File: src/rtl/mips_ctrl_pkg.sv
// Shared types and constants for the multicycle MIPS main control FSM.
// Latency: none (declarations only). Backpressure: not applicable.
// State encodings 10/11 are only reachable when MAIN_CTRL_ADDI_EN is defined.
package mips_ctrl_pkg;

  typedef enum logic [3:0] {
    FETCH      = 4'd0,
    DECODE     = 4'd1,
    MEM_ADDR   = 4'd2,
    MEM_READ   = 4'd3,
    MEM_WB     = 4'd4,
    MEM_WRITE  = 4'd5,
    EXECUTE    = 4'd6,
    R_COMPLETE = 4'd7,
    BRANCH     = 4'd8,
    JUMP       = 4'd9,
    ADDI_EXEC  = 4'd10,
    ADDI_WB    = 4'd11
  } state_t;

  localparam logic [5:0] OP_RTYPE = 6'b000000;
  localparam logic [5:0] OP_LW    = 6'b100011;
  localparam logic [5:0] OP_SW    = 6'b101011;
  localparam logic [5:0] OP_BEQ   = 6'b000100;
  localparam logic [5:0] OP_J     = 6'b000010;
  localparam logic [5:0] OP_ADDI  = 6'b001000;

  localparam logic [1:0] ALUOP_ADD   = 2'b00;
  localparam logic [1:0] ALUOP_SUB   = 2'b01;
  localparam logic [1:0] ALUOP_FUNCT = 2'b10;

  typedef struct packed {
    logic       pc_write;
    logic       pc_write_cond;
    logic       i_or_d;
    logic       mem_read;
    logic       mem_write;
    logic       mem_to_reg;
    logic       ir_write;
    logic [1:0] pc_source;
    logic [1:0] alu_op;
    logic       alu_src_a;
    logic [1:0] alu_src_b;
    logic       reg_write;
    logic       reg_dst;
  } ctrl_t;

endpackage

File: src/rtl/main_ctrl_outdec.sv
// Combinational map from (state, mem_ready) to the datapath control word.
// Latency: 0 cycles. Backpressure: mem_ready gates IRWrite/PCWrite in FETCH.
// Macro MAIN_CTRL_ADDI_EN enables the ADDI_EXEC/ADDI_WB decodes.
module main_ctrl_outdec
  import mips_ctrl_pkg::*;
(
  input  logic [3:0] state,
  input  logic       mem_ready,
  output ctrl_t      ctrl
);

  always_comb begin
    ctrl = '0;
    case (state_t'(state))
      FETCH: begin
        ctrl.mem_read  = 1'b1;
        ctrl.alu_src_b = 2'b01;
        ctrl.alu_op    = ALUOP_ADD;
        ctrl.ir_write  = mem_ready;
        ctrl.pc_write  = mem_ready;
      end
      DECODE: begin
        ctrl.alu_src_b = 2'b11;
        ctrl.alu_op    = ALUOP_ADD;
      end
      MEM_ADDR: begin
        ctrl.alu_src_a = 1'b1;
        ctrl.alu_src_b = 2'b10;
        ctrl.alu_op    = ALUOP_ADD;
      end
      MEM_READ: begin
        ctrl.mem_read = 1'b1;
        ctrl.i_or_d   = 1'b1;
      end
      MEM_WB: begin
        ctrl.reg_write  = 1'b1;
        ctrl.mem_to_reg = 1'b1;
      end
      MEM_WRITE: begin
        ctrl.mem_write = 1'b1;
        ctrl.i_or_d    = 1'b1;
      end
      EXECUTE: begin
        ctrl.alu_src_a = 1'b1;
        ctrl.alu_src_b = 2'b00;
        ctrl.alu_op    = ALUOP_FUNCT;
      end
      R_COMPLETE: begin
        ctrl.reg_write = 1'b1;
        ctrl.reg_dst   = 1'b1;
      end
      BRANCH: begin
        ctrl.alu_src_a     = 1'b1;
        ctrl.alu_src_b     = 2'b00;
        ctrl.alu_op        = ALUOP_SUB;
        ctrl.pc_write_cond = 1'b1;
        ctrl.pc_source     = 2'b01;
      end
      JUMP: begin
        ctrl.pc_write  = 1'b1;
        ctrl.pc_source = 2'b10;
      end
`ifdef MAIN_CTRL_ADDI_EN
      ADDI_EXEC: begin
        ctrl.alu_src_a = 1'b1;
        ctrl.alu_src_b = 2'b10;
        ctrl.alu_op    = ALUOP_ADD;
      end
      ADDI_WB: begin
        ctrl.reg_write = 1'b1;
      end
`endif
      default: ctrl = '0;
    endcase
  end

endmodule

File: src/rtl/multicycle_main_control.sv
// Main control FSM for the multicycle MIPS datapath; macro MAIN_CTRL_ADDI_EN adds addi.
// Latency: lw 5, sw/R/addi 4, beq/j 3 cycles; each mem_ready-low cycle in FETCH,
// MEM_READ or MEM_WRITE holds the state one more cycle.
module multicycle_main_control
  import mips_ctrl_pkg::*;
#(
  parameter int STATE_W = 4
) (
  input  logic               clk,
  input  logic               rst_n,
  input  logic [5:0]         Op,
  input  logic               mem_ready,
  output logic               PCWrite,
  output logic               PCWriteCond,
  output logic               IorD,
  output logic               MemRead,
  output logic               MemWrite,
  output logic               MemtoReg,
  output logic               IRWrite,
  output logic [1:0]         PCSource,
  output logic [1:0]         ALUop,
  output logic               ALUSrcA,
  output logic [1:0]         ALUSrcB,
  output logic               RegWrite,
  output logic               RegDst,
  output logic [STATE_W-1:0] state,
  output logic               illegal_op
);

  state_t state_q, state_d;
  ctrl_t  ctrl, ctrl_g;
  logic   illegal_d;

  always_ff @(posedge clk or negedge rst_n) begin
    if (!rst_n) state_q <= FETCH;
    else        state_q <= state_d;
  end

  always_comb begin
    state_d   = state_q;
    illegal_d = 1'b0;
    case (state_q)
      FETCH:     if (mem_ready) state_d = DECODE;
      DECODE: begin
        case (Op)
          OP_LW, OP_SW: state_d = MEM_ADDR;
          OP_RTYPE:     state_d = EXECUTE;
          OP_BEQ:       state_d = BRANCH;
          OP_J:         state_d = JUMP;
`ifdef MAIN_CTRL_ADDI_EN
          OP_ADDI:      state_d = ADDI_EXEC;
`endif
          default: begin
            state_d   = FETCH;
            illegal_d = 1'b1;
          end
        endcase
      end
      // Op may only legally be lw/sw here; anything else abandons the access.
      MEM_ADDR: begin
        if (Op == OP_LW)      state_d = MEM_READ;
        else if (Op == OP_SW) state_d = MEM_WRITE;
        else                  state_d = FETCH;
      end
      MEM_READ:   if (mem_ready) state_d = MEM_WB;
      MEM_WRITE:  if (mem_ready) state_d = FETCH;
      EXECUTE:    state_d = R_COMPLETE;
`ifdef MAIN_CTRL_ADDI_EN
      ADDI_EXEC:  state_d = ADDI_WB;
`endif
      default:    state_d = FETCH;
    endcase
  end

  main_ctrl_outdec u_outdec (
    .state     (state_q),
    .mem_ready (mem_ready),
    .ctrl      (ctrl)
  );

  // Outputs are forced quiet while reset is held, even though state is FETCH.
  assign ctrl_g      = rst_n ? ctrl : '0;
  assign PCWrite     = ctrl_g.pc_write;
  assign PCWriteCond = ctrl_g.pc_write_cond;
  assign IorD        = ctrl_g.i_or_d;
  assign MemRead     = ctrl_g.mem_read;
  assign MemWrite    = ctrl_g.mem_write;
  assign MemtoReg    = ctrl_g.mem_to_reg;
  assign IRWrite     = ctrl_g.ir_write;
  assign PCSource    = ctrl_g.pc_source;
  assign ALUop       = ctrl_g.alu_op;
  assign ALUSrcA     = ctrl_g.alu_src_a;
  assign ALUSrcB     = ctrl_g.alu_src_b;
  assign RegWrite    = ctrl_g.reg_write;
  assign RegDst      = ctrl_g.reg_dst;
  assign illegal_op  = rst_n & illegal_d;
  assign state       = STATE_W'(state_q);

endmodule

File: config.mk
export PLATFORM = sky130hd
export DESIGN_NAME = multicycle_main_control
export DESIGN_NICKNAME = d
export VERILOG_FILES = /design/src/rtl/mips_ctrl_pkg.sv /design/src/rtl/main_ctrl_outdec.sv /design/src/rtl/multicycle_main_control.sv
export SDC_FILE = /design/constraint.sdc
export NUM_CORES = 1
export LEC_CHECK = 0
export CAP_MARGIN = 20
export CORE_AREA = 2 2 39 41
export CTS_CLUSTER_DIAMETER = 60
export DETAILED_ROUTE_END_ITERATION = 7
export DIE_AREA = 0 0 41 43
export DONT_BUFFER_PORTS = 1
export GPL_TIMING_DRIVEN = 0
export PLACE_DENSITY_LB_ADDON = 0.05
export SLEW_MARGIN = 20
export SYNTH_ARGS = -nofsm -noshare
export SYNTH_HDL_FRONTEND = slang
export SYNTH_SLANG_ARGS = --single-unit
export TNS_END_PERCENT = 20
File: constraint.sdc
create_clock -name clk -period 2.8 [get_ports clk]
set_input_delay 0.7 -clock clk [delete_from_list [all_inputs] [get_ports clk]]
set_output_delay 0.7 -clock clk [all_outputs]
set_load 0.005 [all_outputs]
==> run_results.csv, run 1 <==
group,metric,value,unit
run_status,status,"finished, final reports clean",
clock_network,cts_tree,"yes",
worst_setup_path,crit_required,2.10,ns
drt,ant_nets,0,
synthesis,ys_warn_count,0,
drt,drc,0,
timing,fin_hold_ws,0.160,ns
synthesis,yosys_register_bits,4,
layout,largest_reg_flops,4,
clock_network,cts_root_buf,"clkbuf_4",
clock_network,cts_buffer_depth,2,
grt,antenna_found_initial,0,
synthesis,netlist_instances,65,
layout,final-seq-area,100,um2
timing,worst_pin_slew,0.473,ns
power_and_ir_drop,power_frac_seq,35.5,%
placement,place_hpwl,996,um
synthesis,synth_nets,74,
synthesis,syn_avg_cell_area,7.16,um2
timing,clock_skew,0.00201,ns
worst_setup_path,critPathMaxStageDelay,0.48,ns
power_and_ir_drop,ir_drop,0.146,mV
placement,gp_congestion,0.830,
timing,fmax,450,MHz
clock_network,cts.sinks,4,
clock_network,insertion_delay,0.23,ns
synthesis,yosysUniqueCellTypes,31,
synthesis,synth_area,465,um2
power_and_ir_drop,p_switching,0.0000522,W
layout,n_antenna_cell,0,
die,start_util,33.6,%
timing,worst_slew_margin_rel,68.2,%
layout,final_common_cell,"nor2_1",
flow_run,cap_violations,0,
timing,period_minus_slack,2.22,ns
clock_network,post_cts_resized,0,
synthesis,synth_edf_count,0,
timing,rsz0062_at_grt,"no",
worst_setup_path,critPathCaptureType,"output pin",
power_and_ir_drop,p_comb_share,24.2,%
drt,num_vias,495,
power_and_ir_drop,sw_frac_of_total,29.6,%
synthesis,synth-async-reset-ratio,100,%
drt,wire_per_inst,15.9,um
worst_setup_path,startpoint_type,"flop",
die,die_w,41,um
timing,fin_tns_setup,0,ns
worst_setup_path,path_cells,"nor2b_1 -> nand2_1 -> nor4_1",
clock_network,postCtsSetupBuffers,0,
worst_setup_path,cp_slowest_cell,"dfrtp_1",
grt,first_global_vias,439,
power_and_ir_drop,p_leak,0.184,nW
layout,fin_nets,79,
grt,gr-total-overflow,0,
layout,drive_above_1_share,13.2,%
die,dieArea,1760,um2
placement,port_buffers,0,
die,core_region_area,1380,um2
power_and_ir_drop,p_int,0.000124,W
timing,drv_slew,0,
drt,firstDrtPassIters,4,
worst_setup_path,cp_max_fo,8,
grt,grt_max_degree,11,
worst_setup_path,critPathKind,"reg -> out",
layout,areaGrowthSynthToFinish,9.14,%
clock_network,htreeDepth,1,
clock_network,hold_buffers,0,
die,rows,14,
synthesis,ys.flop_type,"dfrtp_1",
timing,hold_viol_final,0,
clock_network,numCtsBuffers,3,
power_and_ir_drop,clkPwrFrac,40.3,%
drt,wl,1340,um
layout,fill_cells,159,
synthesis,yosysSeqAreaShare,21.5,%
grt,grt_use_total,16.2,%
worst_setup_path,arrival,1.52,ns
die,boundaryPins,30,
layout,multiInputGateArea,313,um2
drt,viasPerCell,5.89,
power_and_ir_drop,power_density,347,nW/um2
timing,setup_viol,0,
grt,grt_pass1_wl,1940,um
drt,first_iter_violations,9,
hold_path,hp-class,"in -> async",
clock_network,path_clk_slew,0.04,ns
die,die_h,43,um
timing,finalCritPeriodShare,79.4,%
-- power groups by stage --
stage | clock network [W] | registers (W) | logic, W
global placement | 0 | 0.0000634 | 0.0000428
CTS | 0.0000704 | 0.0000628 | 0.0000425
finish | 0.0000710 | 0.0000627 | 0.0000427
global route | 0.0000784 | 0.0000630 | 0.0000470
detailed placement | 0 | 0.0000635 | 0.0000423
floorplan | 0 | 0.0000630 | 0.0000343
-- layout make-up --
class,count,share of cell area [%]
multi-input cells,52,61.6
flip-flops and latches,4,19.7
plain buffers,6,8.13
clock buffers,3,4.43
well taps,16,3.94
inverters,3,2.22
-- worst max-delay path, delay by kind of cell, from the launching register on --
family / cells / cell delay (ns)
flops: 1 / 0.48
simple gates: 3 / 0.80
-- final timing paths --
kind / slack (ns) / depth (start not counted) / start / end
max in group asynchronous: 2.57 / 0 / rst_n / state[2]$_DFFE_PN0P_
min: 0.16 / 0 / rst_n / state[3]$_DFFE_PN0P_
max: 0.58 / 3 / state[3]$_DFFE_PN0P_ / illegal_op
max reg2reg: 1.27 / 5 / state[1]$_DFFE_PN0P_ / state[0]$_DFFE_PN0P_
min reg2reg: 0.60 / 2 / state[2]$_DFFE_PN0P_ / state[3]$_DFFE_PN0P_
min in group clk: 0.60 / 2 / state[2]$_DFFE_PN0P_ / state[3]$_DFFE_PN0P_
-- cells in the mapped netlist, drive strengths merged, types with 2 or more instances --
cell    n  area share [%]
inv     3             2.4
nand3   3             3.2
nor3b   2             3.2
dfrtp   4              22
clkbuf  3             2.4
buf     3             6.5
nand2   4             3.2
or4     2             4.0
nand2b  4             5.4
nor2    8             6.5
nor4    2             2.7
o211ai  2             3.2
a21oi   4             4.3
o21ai   4             4.3
nor3    5             6.5
-- stage by stage --
stage | setup slack [ns] | power [W] | instance area [um2] | instances | util, %
3_5_place_dp | 0.597 | 0.000106 | 485 | 81 | 35.1
3_3_place_gp | 0.606 | 0.000106 | 485 | 81 | 35.1
4_1_cts | 0.562 | 0.000176 | 508 | 84 | 36.7
2_1_floorplan | 0.681 | 0.0000972 | 465 | 65 | -
6_report | 0.576 | 0.000176 | 508 | 84 | 36.7
5_1_grt | 0.420 | 0.000188 | 508 | 84 | 36.7
-- logic make-up (layout without fill, tap and decap cells) --
group                  after synthesis  after routing  synth area share [%]
multiplexers                         1              1                  2.15
AO/OA/AOI/OAI                       16             16                  23.1
AND/OR/NAND/NOR                     34             34                  40.1
flip-flops                           4              4                  21.5
buffers and inverters                9             12                  11.3
XOR/XNOR                             1              1                  1.88
-- routing by layer --
layer  part of all wire, %  wire length [um]  track usage (%)  up-vias
met5                     0                 0                0        -
met4                  0.90                12             8.00        0
met3                   8.9               119             5.24        2
met2                    45               595             23.4       25
met1                    46               608             20.7      220
li1                      -                 -                -      248
(Power assumes the default switching activity.)
==> run 2: changes to the inputs <==
==> constraint.sdc (replaced) <==
create_clock -name clk -period 2 [get_ports clk]
set_input_delay 0.5 -clock clk [delete_from_list [all_inputs] [get_ports clk]]
set_output_delay 0.5 -clock clk [all_outputs]
set_load 0.005 [all_outputs]
==> run 2 against run 1 <==
Against the previous run:
- critical path depth grew 2
- sequential share of layout area fell by 1.4 points
- cell area grew 8.9%
- sequential cell count stayed put
- clock skew hardly changed
- routed wire length is 0.90% higher
- critical path type unchanged
- critical endpoint is now PCSource[0]
- largest cell class unchanged
==> run_results.csv, run 2 (synthesis gave the netlist of run 1 again) <==
group,metric,value,unit
worst_setup_path,critPathCaptureType,"output pin",
die,die_w,41,um
drt,first_iter_violations,4,
drt,wire_per_inst,16.0,um
die,boundaryPins,30,
timing,fmax,526,MHz
power_and_ir_drop,power_density,460,nW/um2
clock_network,htreeDepth,1,
placement,gp_congestion,0.830,
clock_network,insertion_delay,0.23,ns
power_and_ir_drop,sw_frac_of_total,30.2,%
grt,antenna_found_initial,0,
placement,dp.cells,81,
drt,num_vias,487,
drt,ant_nets,0,
worst_setup_path,r2r_cells,4,
placement,place_hpwl,996,um
grt,first_global_vias,449,
layout,layout_common_cells,"8 x nor2_1, 4 x nand2b_1, 4 x a21oi_1",
placement,pre_cts_slack,0.197,ns
timing,rsz0062_at_grt,"yes",
layout,largest_reg_flops,4,
hold_path,min_path_cells,2,
grt,grt_pass1_wl,2000,um
drt,drc,0,
worst_setup_path,critPathMaxStageDelay,0.41,ns
die,rows,14,
power_and_ir_drop,p_int,0.000178,W
layout,n_antenna_cell,0,
power_and_ir_drop,ir_drop,0.205,mV
clock_network,path_clk_slew,0.04,ns
layout,fin_nets,79,
layout,post-route-util,40.0,%
worst_setup_path,cp.depth,5,
clock_network,cts.sinks,4,
worst_setup_path,worst-path-buf-inv,3,
timing,fin_tns_setup,0,ns
timing,worst_slew_margin_rel,56.6,%
power_and_ir_drop,p_comb_share,27.0,%
clock_network,cts_root_buf,"clkbuf_4",
grt,gr-total-overflow,0,
die,die_h,43,um
die,core_region_area,1380,um2
worst_setup_path,arrival,1.40,ns
layout,areaGrowthSynthToFinish,18.8,%
drt,wl,1350,um
timing,drv_slew,0,
power_and_ir_drop,p_leak,0.203,nW
power_and_ir_drop,clkPwrFrac,38.5,%
power_and_ir_drop,power_frac_seq,34.5,%
worst_setup_path,critPathKind,"reg -> out",
worst_setup_path,path_cells,"buf_6 -> inv_1 -> nand3_1 -> nor3_2 -> buf_4",
clock_network,postCtsSetupBuffers,0,
layout,final_cell_count_no_fill,84,
hold_path,hp-class,"in -> reg",
drt,viasPerCell,5.80,
clock_network,cts_buffer_depth,2,
layout,drive_above_1_share,26.5,%
worst_setup_path,crit_family,"buffers and inverters",
worst_setup_path,cp_slowest_cell,"dfrtp_1",
timing,hold_viol_final,0,
timing,clock_skew,0.00214,ns
worst_setup_path,startpoint_type,"flop",
run_status,status,"finished, final reports clean",
clock_network,cts_tree,"yes",
timing,setup_viol,0,
placement,port_buffers,0,
layout,fill_cells,157,
timing,finalCritPeriodShare,95.0,%
drt,firstDrtPassIters,4,
power_and_ir_drop,p_switching,0.0000770,W
worst_setup_path,cp_max_fo,10,
worst_setup_path,crit_required,1.50,ns
timing,setup_slack,0.0992,ns
flow_run,cap_violations,0,
grt,grt_use_total,16.7,%
die,start_util,33.6,%
layout,final_common_cell,"nor2_1",
timing,worst_pin_slew,0.646,ns
die,dieArea,1760,um2
clock_network,numCtsBuffers,3,
grt,grt_max_degree,11,
timing,period_minus_slack,1.90,ns
==> run 2: cell count changes in the layout (fill, tap and decap cells not counted), sizes merged <==
| cell | before | now |
|---|---|---|
| clkbuf | 6 | 4 |
| dlygate4sd3 | 0 | 1 |
| buf | 3 | 4 |
==> run 2: repair_timing <==
action                                  4_1_cts  5_1_grt
hold endpoints to repair                      4        0
pin swaps                                     0        0
hold buffers                                  1        0
endpoints found under the setup margin        3        7
gates resized for setup                       3       10
==> run 2: power groups by stage <==
stage               clock network, W  registers (W)  logic [W]
global placement                   0      0.0000887  0.0000600
detailed placement                 0      0.0000889  0.0000592
CTS                        0.0000986      0.0000879  0.0000648
finish                     0.0000981      0.0000877  0.0000687
floorplan                          0      0.0000881  0.0000480
global route                0.000110      0.0000881  0.0000758
==> run 2: final cells by class <==
cell class	instances	area, um2	area share [%]
inverter	3	11.3	2.04
multi-input combinational	52	348	62.9
sequential	4	101	18.3
timing repair buffer	1	10.0	1.81
clock buffer	3	22.5	4.07
tap	16	20.0	3.62
buffer	5	40.0	7.24
==> run 2: worst reg2reg max path, delay by kind of cell (launching register included) <==
family	cells	cell delay (ns)
AOI/OAI and AO/OA	3	0.71
and+or+nand+nor	1	0.33
DFF	1	0.41
==> run 2: per-layer routing <==
layer  global-route usage, %  vias up  wire (um)
met1                    21.6      219        599
met5                       0        -          0
met4                    8.00        0         12
met2                    23.4       23        604
met3                    6.28        2        131
li1                        -      243          -
==> run 2: metrics by stage <==
stage / instance area [um2] / hold slack (ns) / power (W)
floorplan: 465 / 0.204 / 0.000136
global placement: 485 / 0.205 / 0.000149
detailed placement: 485 / 0.205 / 0.000148
CTS: 534 / 0.415 / 0.000251
global route: 553 / 0.400 / 0.000274
finish: 553 / 0.412 / 0.000255
==> run 2: worst paths after layout <==
check | from | to | slack, ns
worst min register to register | state[3]$_DFFE_PN0P_ | state[1]$_DFFE_PN0P_ | 0.58
worst max-delay path | state[2]$_DFFE_PN0P_ | PCSource[0] | 0.1
max in group asynchronous | rst_n | state[3]$_DFFE_PN0P_ | 1.29
worst max register to register | state[1]$_DFFE_PN0P_ | state[0]$_DFFE_PN0P_ | 0.45
worst min-delay path | Op[2] | state[3]$_DFFE_PN0P_ | 0.41
min in group asynchronous | rst_n | state[1]$_DFFE_PN0P_ | 0.54
==> run 3: changes to the inputs <==
--- a/config.mk
+++ b/config.mk
@@ -5,7 +5,7 @@
 export SDC_FILE = /design/constraint.sdc
 export NUM_CORES = 1
 export LEC_CHECK = 0
-export CAP_MARGIN = 20
+export CAP_MARGIN = 25
 export CORE_AREA = 2 2 39 41
 export CTS_CLUSTER_DIAMETER = 60
 export DETAILED_ROUTE_END_ITERATION = 7
==> results of run 3 <==
Final layout, timing and power as in run 2 (identical DEF).
